[src/rtl/gol_ctrl_pkg.sv]
// Shared control definitions for the Life sequencer, cell array and generation memory.
package gol_ctrl_pkg;

  localparam int unsigned StateW = 2;

  typedef enum logic [StateW-1:0] {
    StIdle  = 2'd0,
    StLoad  = 2'd1,
    StEval  = 2'd2,
    StStore = 2'd3
  } state_e;

endpackage

[src/rtl/gol_wrap_counter.sv]
// Modulo-(MAX+1) counter; o_wrap flags the increment that rolls MAX back to zero.
module gol_wrap_counter #(
  parameter int unsigned MAX = 3,
  parameter int unsigned W   = 2
) (
  input  logic         i_clk,
  input  logic         i_rst,
  input  logic         i_inc,
  input  logic         i_clr,
  output logic [W-1:0] o_count,
  output logic         o_wrap
);

  logic [W-1:0] r_count;
  logic         w_at_max;

  assign w_at_max = (r_count == W'(MAX));
  assign o_wrap   = i_inc && w_at_max;
  assign o_count  = r_count;

  always_ff @(posedge i_clk) begin
    if (i_rst || i_clr) begin
      r_count <= '0;
    end else if (i_inc) begin
      r_count <= w_at_max ? '0 : r_count + W'(1);
    end
  end

endmodule

[src/rtl/gen_sequencer.sv]
// Steps slices through LOAD -> EVAL -> STORE, with run/stop/step control and a
// generation counter.
module gen_sequencer
  import gol_ctrl_pkg::*;
#(
  parameter int unsigned POS_COUNT = 4,
  parameter int unsigned POS_W     = 2,
  parameter int unsigned GEN_W     = 16
) (
  input  logic             clk,
  input  logic             rst,
  input  logic             start,
  input  logic             stop,
  input  logic             step,
  input  logic             mem_ready,
  output logic [POS_W-1:0] pos,
  output logic             write_array,
  output logic             run,
  output logic             write_mem,
  output logic             busy,
  output logic             gen_done,
  output logic [GEN_W-1:0] generation
);

  state_e r_state;
  logic   r_continuous;
  logic   r_gen_done;
  logic   w_handshake;
  logic   w_pos_wrap;

  assign w_handshake = (r_state == StStore) && mem_ready;

  gol_wrap_counter #(
    .MAX (POS_COUNT - 1),
    .W   (POS_W)
  ) u_pos_cnt (
    .i_clk   (clk),
    .i_rst   (rst),
    .i_inc   (w_handshake),
    .i_clr   (1'b0),
    .o_count (pos),
    .o_wrap  (w_pos_wrap)
  );

  gol_wrap_counter #(
    .MAX ((2 ** GEN_W) - 1),
    .W   (GEN_W)
  ) u_gen_cnt (
    .i_clk   (clk),
    .i_rst   (rst),
    .i_inc   (w_pos_wrap),
    .i_clr   (1'b0),
    .o_count (generation),
    .o_wrap  ()
  );

  always_ff @(posedge clk) begin
    if (rst) begin
      r_state      <= StIdle;
      r_continuous <= 1'b0;
      r_gen_done   <= 1'b0;
    end else begin
      r_gen_done <= w_pos_wrap;
      if (r_state != StIdle && stop) begin
        r_continuous <= 1'b0;
      end
      unique case (r_state)
        StIdle: begin
          if (start) begin
            r_state      <= StLoad;
            r_continuous <= 1'b1;
          end else if (step) begin
            r_state      <= StLoad;
            r_continuous <= 1'b0;
          end
        end
        StLoad: r_state <= StEval;
        StEval: r_state <= StStore;
        StStore: begin
          if (mem_ready) begin
            // A stop on the final handshake must still end the run here.
            if (w_pos_wrap) begin
              r_state <= (r_continuous && !stop) ? StLoad : StIdle;
            end else begin
              r_state <= StLoad;
            end
          end
        end
        default: r_state <= StIdle;
      endcase
    end
  end

  assign write_array = (r_state == StLoad);
  assign run         = (r_state == StEval);
  assign write_mem   = (r_state == StStore);
  assign busy        = (r_state != StIdle);
  assign gen_done    = r_gen_done;

endmodule
[config.mk]
export PLATFORM = sky130hd
export DESIGN_NAME = gen_sequencer
export DESIGN_NICKNAME = d
export VERILOG_FILES = /design/src/rtl/gol_ctrl_pkg.sv /design/src/rtl/gol_wrap_counter.sv /design/src/rtl/gen_sequencer.sv
export SDC_FILE = /design/constraint.sdc
export NUM_CORES = 1
export LEC_CHECK = 0
export ABC_AREA = 1
export ABC_CLOCK_PERIOD_IN_PS = 3400
export BUFFER_PORTS_ARGS = -buffer_cell sky130_fd_sc_hd__buf_4
export CORE_MARGIN = 2
export CORE_UTILIZATION = 35
export DETAILED_ROUTE_END_ITERATION = 8
export GPL_TIMING_DRIVEN = 0
export PLACE_DENSITY_LB_ADDON = 0.12
export SYNTH_ARGS = -nofsm -noshare
export SYNTH_HDL_FRONTEND = slang
export SYNTH_SLANG_ARGS = --single-unit
[constraint.sdc]
create_clock -name clk -period 3.4 [get_ports clk]
set_input_delay 1.02 -clock clk [delete_from_list [all_inputs] [get_ports clk]]
set_output_delay 1.02 -clock clk [all_outputs]
set_load 0.03 [all_outputs]
==> results_dict.tcl, run 1 <==
set metrics [dict create \
    core_mm2 0.00328 \
    postRouteWirelength_um 2580 \
    drc 0 \
    dieWidth_um 62.1 \
    maxSlewHeadroom_pct 66.8 \
    ir_drop_mv 0.257 \
    finalSetupTns_ps 0 \
    dieHeight_um 62.1 \
    syn_area_per_cell_um2 6.87 \
    clock_path_buffers 2 \
    post-route-cell-area_mm2 0.00147 \
    critPathLaunchType "register" \
    fmax_ghz 0.429 \
    rsz0062_at_grt "no" \
    cp_max_fo 5 \
    hpwl_um 2040 \
    worstSetupEndpointType "primary output" \
    fin_crit_ps 2330 \
    ff2ff_path_depth 6 \
    swShare_pct 36.0 \
    clock-sinks 22 \
    drtPass1Iterations 4 \
    r2r_setup_slack_ps 1700 \
    fp-row-count 21 \
    r2r_start "r_state[0]" \
    hp-class "register to register" \
    fin_crit_sh_pct 68.5 \
    synth_nets 184 \
    critPathKind "register to primary output" \
    drt_iter0_drc 59 \
    layout-drive-gt1-share_pct 19.7 \
    power_frac_seq_pct 47.8 \
    clk_latency_ps 310 \
    hold_buffers 0 \
    status "complete, no violations" \
    p_total_uw 608 \
    synth-edff-count 0 \
    syn_area_mm2 0.00118 \
    die-area_mm2 0.00386 \
    hold_viol_final 0 \
    maxCapViolations 0 \
    placed_cell_area_mm2 0.00145 \
    syn2layout_area_growth_pct 24.6 \
    synth_top_flop_cell "dfxtp_1" \
    grtUsageTotal_pct 14.2 \
    timing.rr.end "u_gen_cnt.o_count[5]" \
    p_sw_uw 219 \
    vias_per_cell 4.53 \
    port_buffers 28 \
    slew_violations 0 \
    antennaDiodeCount 0 \
    place.gp.congestion 0.821 \
    min_to "u_pos_cnt.o_count[1]" \
    synth_cell_types 19 \
    worstPathRequired_ps 2380 \
    gr-total-overflow 0 \
    ant_nets 0 \
    total_leakage_power_nw 0.599 \
    hp-start "u_pos_cnt.o_count[1]" \
    cts_setup_buffers 0 \
    combPwrFrac_pct 32.5 \
    grt_start_max_net_pins 12 \
    routedWlPerCell_um 10.4 \
    synth-seq-cells 22 \
    netlist_instances 172 \
    hold_depth 2 \
    ys_seq_area_share_pct 37.2 \
    initial_utilization_pct 36.0 \
    whs_ps 499 \
    setup-violations-final 0 \
    cts_tree "done" \
    power_density_mw_per_mm2 413 \
    cts_htree_levels 1 \
    cts_buffers 3 \
    cts_root_buf "clkbuf_4" \
    synth_most_common_cell "nand2_1" \
    grt_pass1_wl_um 4520 \
    cp.arrival_ps 1310 \
    synth_top_cell_area_share_pct 37.2 \
    p_clk_share_pct 19.7 \
    cts_resized 0 \
    vias 1129 \
    internal_power_uw 389 \
    synth_common_cells "41 x nand2_1, 34 x nor2_1, 22 x dfxtp_1" \
    yosysWarnings 0 \
    yosysTopAreaCell "dfxtp_1" \
    antenna_found_initial 0 \
    grt_pass1_vias 1101 \
    io_pins 29 \
    path_clk_slew_ps 120 \
    tightest_slew_ps 498 \
    netlist_top_cells_area "dfxtp_1 37%, nand2_1 13%, nor2_1 11%" \
    async_flop_share_pct 0 \
    fin_skew_ps 5.29 \
    final_nets 217 \
]
## power by group through the flow
stage | combinational [mW] | sequential (mW) | clock [mW]
after CTS | 0.201 | 0.291 | 0.127
final | 0.197 | 0.291 | 0.120
after global placement | 0.195 | 0.297 | 0
after floorplan | 0.140 | 0.297 | 0
after global routing | 0.223 | 0.295 | 0.136
after detailed placement | 0.200 | 0.297 | 0
## cells in the final DEF, fill, tap and decap left out, types with 3 or more instances in the layout
master	Yosys	final
nand3_1	12	12
dfxtp_1	22	22
buf_4	0	28
ha_1	6	6
nor2_1	34	34
nor3_1	5	5
clkbuf_4	0	3
nor2_2	3	3
xor2_1	5	5
inv_1	20	20
nand2_1	41	41
a21oi_1	7	7
o21ai_0	5	5
## metrics by stage
stage | util, % | setup slack (ps) | cells
floorplan | - | 1510 | 172
global placement | 44.2 | 1310 | 246
detailed placement | 44.2 | 1320 | 246
CTS | 44.8 | 1050 | 249
global route | 44.8 | 945 | 249
finish | 44.8 | 1070 | 249
## routing by layer
layer	share of wire, %	up-vias	global-route usage [%]
met4	1.6	0	5.00
met3	3.7	5	2.54
met1	45	499	17.0
met2	49	20	25.5
li1	-	605	-
met5	0	-	0
## worst max-delay path by stage
stage | from | endpoint | slack [ps] | cells after the start
global placement | mem_ready | u_gen_cnt.o_count[11] | 1310 | 6
CTS | r_state[0] | busy | 1050 | 4
floorplan | r_state[0] | busy | 1510 | 3
finish | r_state[0] | busy | 1070 | 4
global route | r_state[0] | busy | 940 | 4
detailed placement | mem_ready | u_gen_cnt.o_count[5] | 1320 | 6
## cells by family (layout without fill, tap and decap cells)
family | after synthesis | in the layout | share of synthesized area [%]
xor+xnor | 5 | 5 | 3.70
simple gates | 102 | 102 | 37.8
compound gates | 16 | 16 | 8.25
buf+inv | 21 | 52 | 6.67
fa+ha+maj | 6 | 6 | 6.35
flops | 22 | 22 | 37.2
## layout make-up
| class | count | area (µm²) |
|---|---|---|
| Buffer | 1 | 3.75 |
| Clock buffer | 3 | 22.5 |
| Fill cell | 355 | 1810 |
| Inverter | 20 | 75.1 |
| Multi-Input combinational cell | 129 | 663 |
| Sequential cell | 22 | 440 |
| Tap cell | 46 | 57.6 |
| Timing Repair Buffer | 28 | 210 |
## registers in the layout, summed over array words and instances (netlist names)
signal / count
gen_done: 1
r_continuous: 1
r_state: 2
u_gen_cnt.o_count: 16
u_pos_cnt.o_count: 2
## worst max-delay path, stage by stage (launching register included)
cell     delay, ps
dfxtp_1        420
inv_1           80
ha_1           240
inv_1          100
buf_4          160
Power figures use the tool's default switching activity.
==> inputs of run 2 (changes only) <==
ABC_CLOCK_PERIOD_IN_PS = 2000   (was 3400)
clock period = 2 ns   (was 3.4 ns; I/O delays follow)
==> run 2 against run 1 <==
  * Worst setup slack got worse by 950 ps
  * Non-clock buffer count unchanged
  * Final cell count unchanged
  * Count of clock-buffer cells in the layout unchanged
  * First-iteration DRC count unchanged
  * Sequential share of layout area increased by 0.060 points
  * Power increased by 70%
  * Critical path depth unchanged
  * Register-to-register slack got worse by 1400 ps
  * Global-route usage unchanged
  * Utilization about the same
  * Critical endpoint unchanged
  * Largest cell class unchanged
==> results_dict.tcl, run 2 (same netlist as run 1, synthesis figures left out) <==
set metrics [dict create \
    place.gp.congestion 0.821 \
    initial_utilization_pct 36.0 \
    routedWlPerCell_um 10.4 \
    cts_htree_levels 1 \
    total_leakage_power_nw 0.599 \
    gr-total-overflow 0 \
    internal_power_uw 665 \
    cp.arrival_ps 1280 \
    worstPathRequired_ps 1400 \
    layout-drive-gt1-share_pct 20.2 \
    port_buffers 28 \
    drt_iter0_drc 59 \
    cts_tree "done" \
    cts_buffers 3 \
    power_frac_seq_pct 47.9 \
    drc 0 \
    path_clk_slew_ps 120 \
    grt_start_max_net_pins 12 \
    grt_pass1_wl_um 4520 \
    antenna_found_initial 0 \
    setup-violations-final 0 \
    final_core_util_pct 44.9 \
    p_sw_uw 372 \
    core_mm2 0.00328 \
    worstSetupEndpointType "primary output" \
    ir_drop_mv 0.419 \
    tightest_slew_ps 498 \
    combPwrFrac_pct 32.5 \
    hp-class "input port to register" \
    fin_crit_ps 1880 \
    final_cell_mix "41 x nand2_1, 34 x nor2_1, 28 x buf_4" \
    hpwl_um 2040 \
    fill_cells 356 \
    pre_cts_ws_ps 307 \
    fin_crit_sh_pct 93.9 \
    finalSetupTns_ps 0 \
    maxCapViolations 0 \
    final_nets 217 \
    clk_latency_ps 310 \
    placed_cells 246 \
    cp_max_fo 4 \
    vias_per_cell 4.53 \
    swShare_pct 35.9 \
    ant_nets 0 \
    fmax_ghz 0.532 \
    hold_viol_final 0 \
    vias 1127 \
    die-area_mm2 0.00386 \
    dieWidth_um 62.1 \
    final_common_cell "nand2_1" \
    critPathLaunchType "register" \
    grt_pass1_vias 1101 \
    power_density_mw_per_mm2 703 \
    hold_buffers 0 \
    fin_skew_ps 4.66 \
    maxSlewHeadroom_pct 66.8 \
    rsz0062_at_grt "no" \
    status "complete, no violations" \
    fin_cells 249 \
    p_clk_share_pct 19.6 \
    fin_ws_ps 122 \
    grtUsageTotal_pct 14.2 \
    antennaDiodeCount 0 \
    drtPass1Iterations 4 \
    dieHeight_um 62.1 \
    critPathKind "register to primary output" \
    postRouteWirelength_um 2580 \
    slew_violations 0 \
    syn2layout_area_growth_pct 24.7 \
    fp-row-count 21 \
    clock-sinks 22 \
    cts_root_buf "clkbuf_4" \
    clock_path_buffers 2 \
    io_pins 29 \
    largest_register_ffs 16 \
]
-- run 2: routing by layer --
metal / global-route usage (%) / wire [µm]
met5: 0 / 0
met4: 5.00 / 40
met3: 2.54 / 96
met2: 25.5 / 1270
met1: 17.0 / 1170
-- run 2: worst paths after layout --
path / cells after the start / start / endpoint / slack [ps]
max: 4 / r_state[1] / busy / 120
min: 2 / rst / u_gen_cnt.o_count[4] / 470
max reg2reg: 6 / r_state[1] / u_gen_cnt.o_count[5] / 340
min reg2reg: 2 / u_pos_cnt.o_count[1] / u_pos_cnt.o_count[1] / 500
-- run 2: layout make-up --
| cell class | instances | area, µm² | share of cell area (%) |
|---|---|---|---|
| repair buffers | 28 | 210 | 14.3 |
| clock buffers | 3 | 22.5 | 1.53 |
| multi-input cells | 129 | 663 | 45.0 |
| well taps | 46 | 57.6 | 3.90 |
| inverters | 20 | 75.1 | 5.09 |
| plain buffers | 1 | 3.75 | 0.255 |
| flip-flops and latches | 22 | 442 | 30.0 |
-- run 2: power groups by stage --
stage          registers, mW  logic (mW)  clock network, mW
2_1_floorplan          0.504       0.239                  0
3_3_place_gp           0.505       0.331                  0
3_5_place_dp           0.505       0.341                  0
4_1_cts                0.495       0.342              0.216
5_1_grt                0.504       0.380              0.231
6_report               0.496       0.337              0.203
-- run 2: worst max-delay path: stages, from the launching register on --
cell     delay, ps
dfxtp_1        390
inv_1           90
ha_1           220
inv_1          100
buf_4          160
-- run 2: what timing repair did --
item                                    CTS  global route
endpoints found under the hold margin     0             0
endpoints found under the setup margin    0             1
resized for setup                         0             1
buffers inserted                          0             0
-- run 2: stage by stage --
step | total power, mW | area, µm² | hold WS, ps
6_report | 1.04 | 1470 | 467
5_1_grt | 1.12 | 1470 | 475
4_1_cts | 1.05 | 1470 | 458
3_5_place_dp | 0.846 | 1450 | 487
3_3_place_gp | 0.835 | 1450 | 471
2_1_floorplan | 0.743 | 1180 | 482
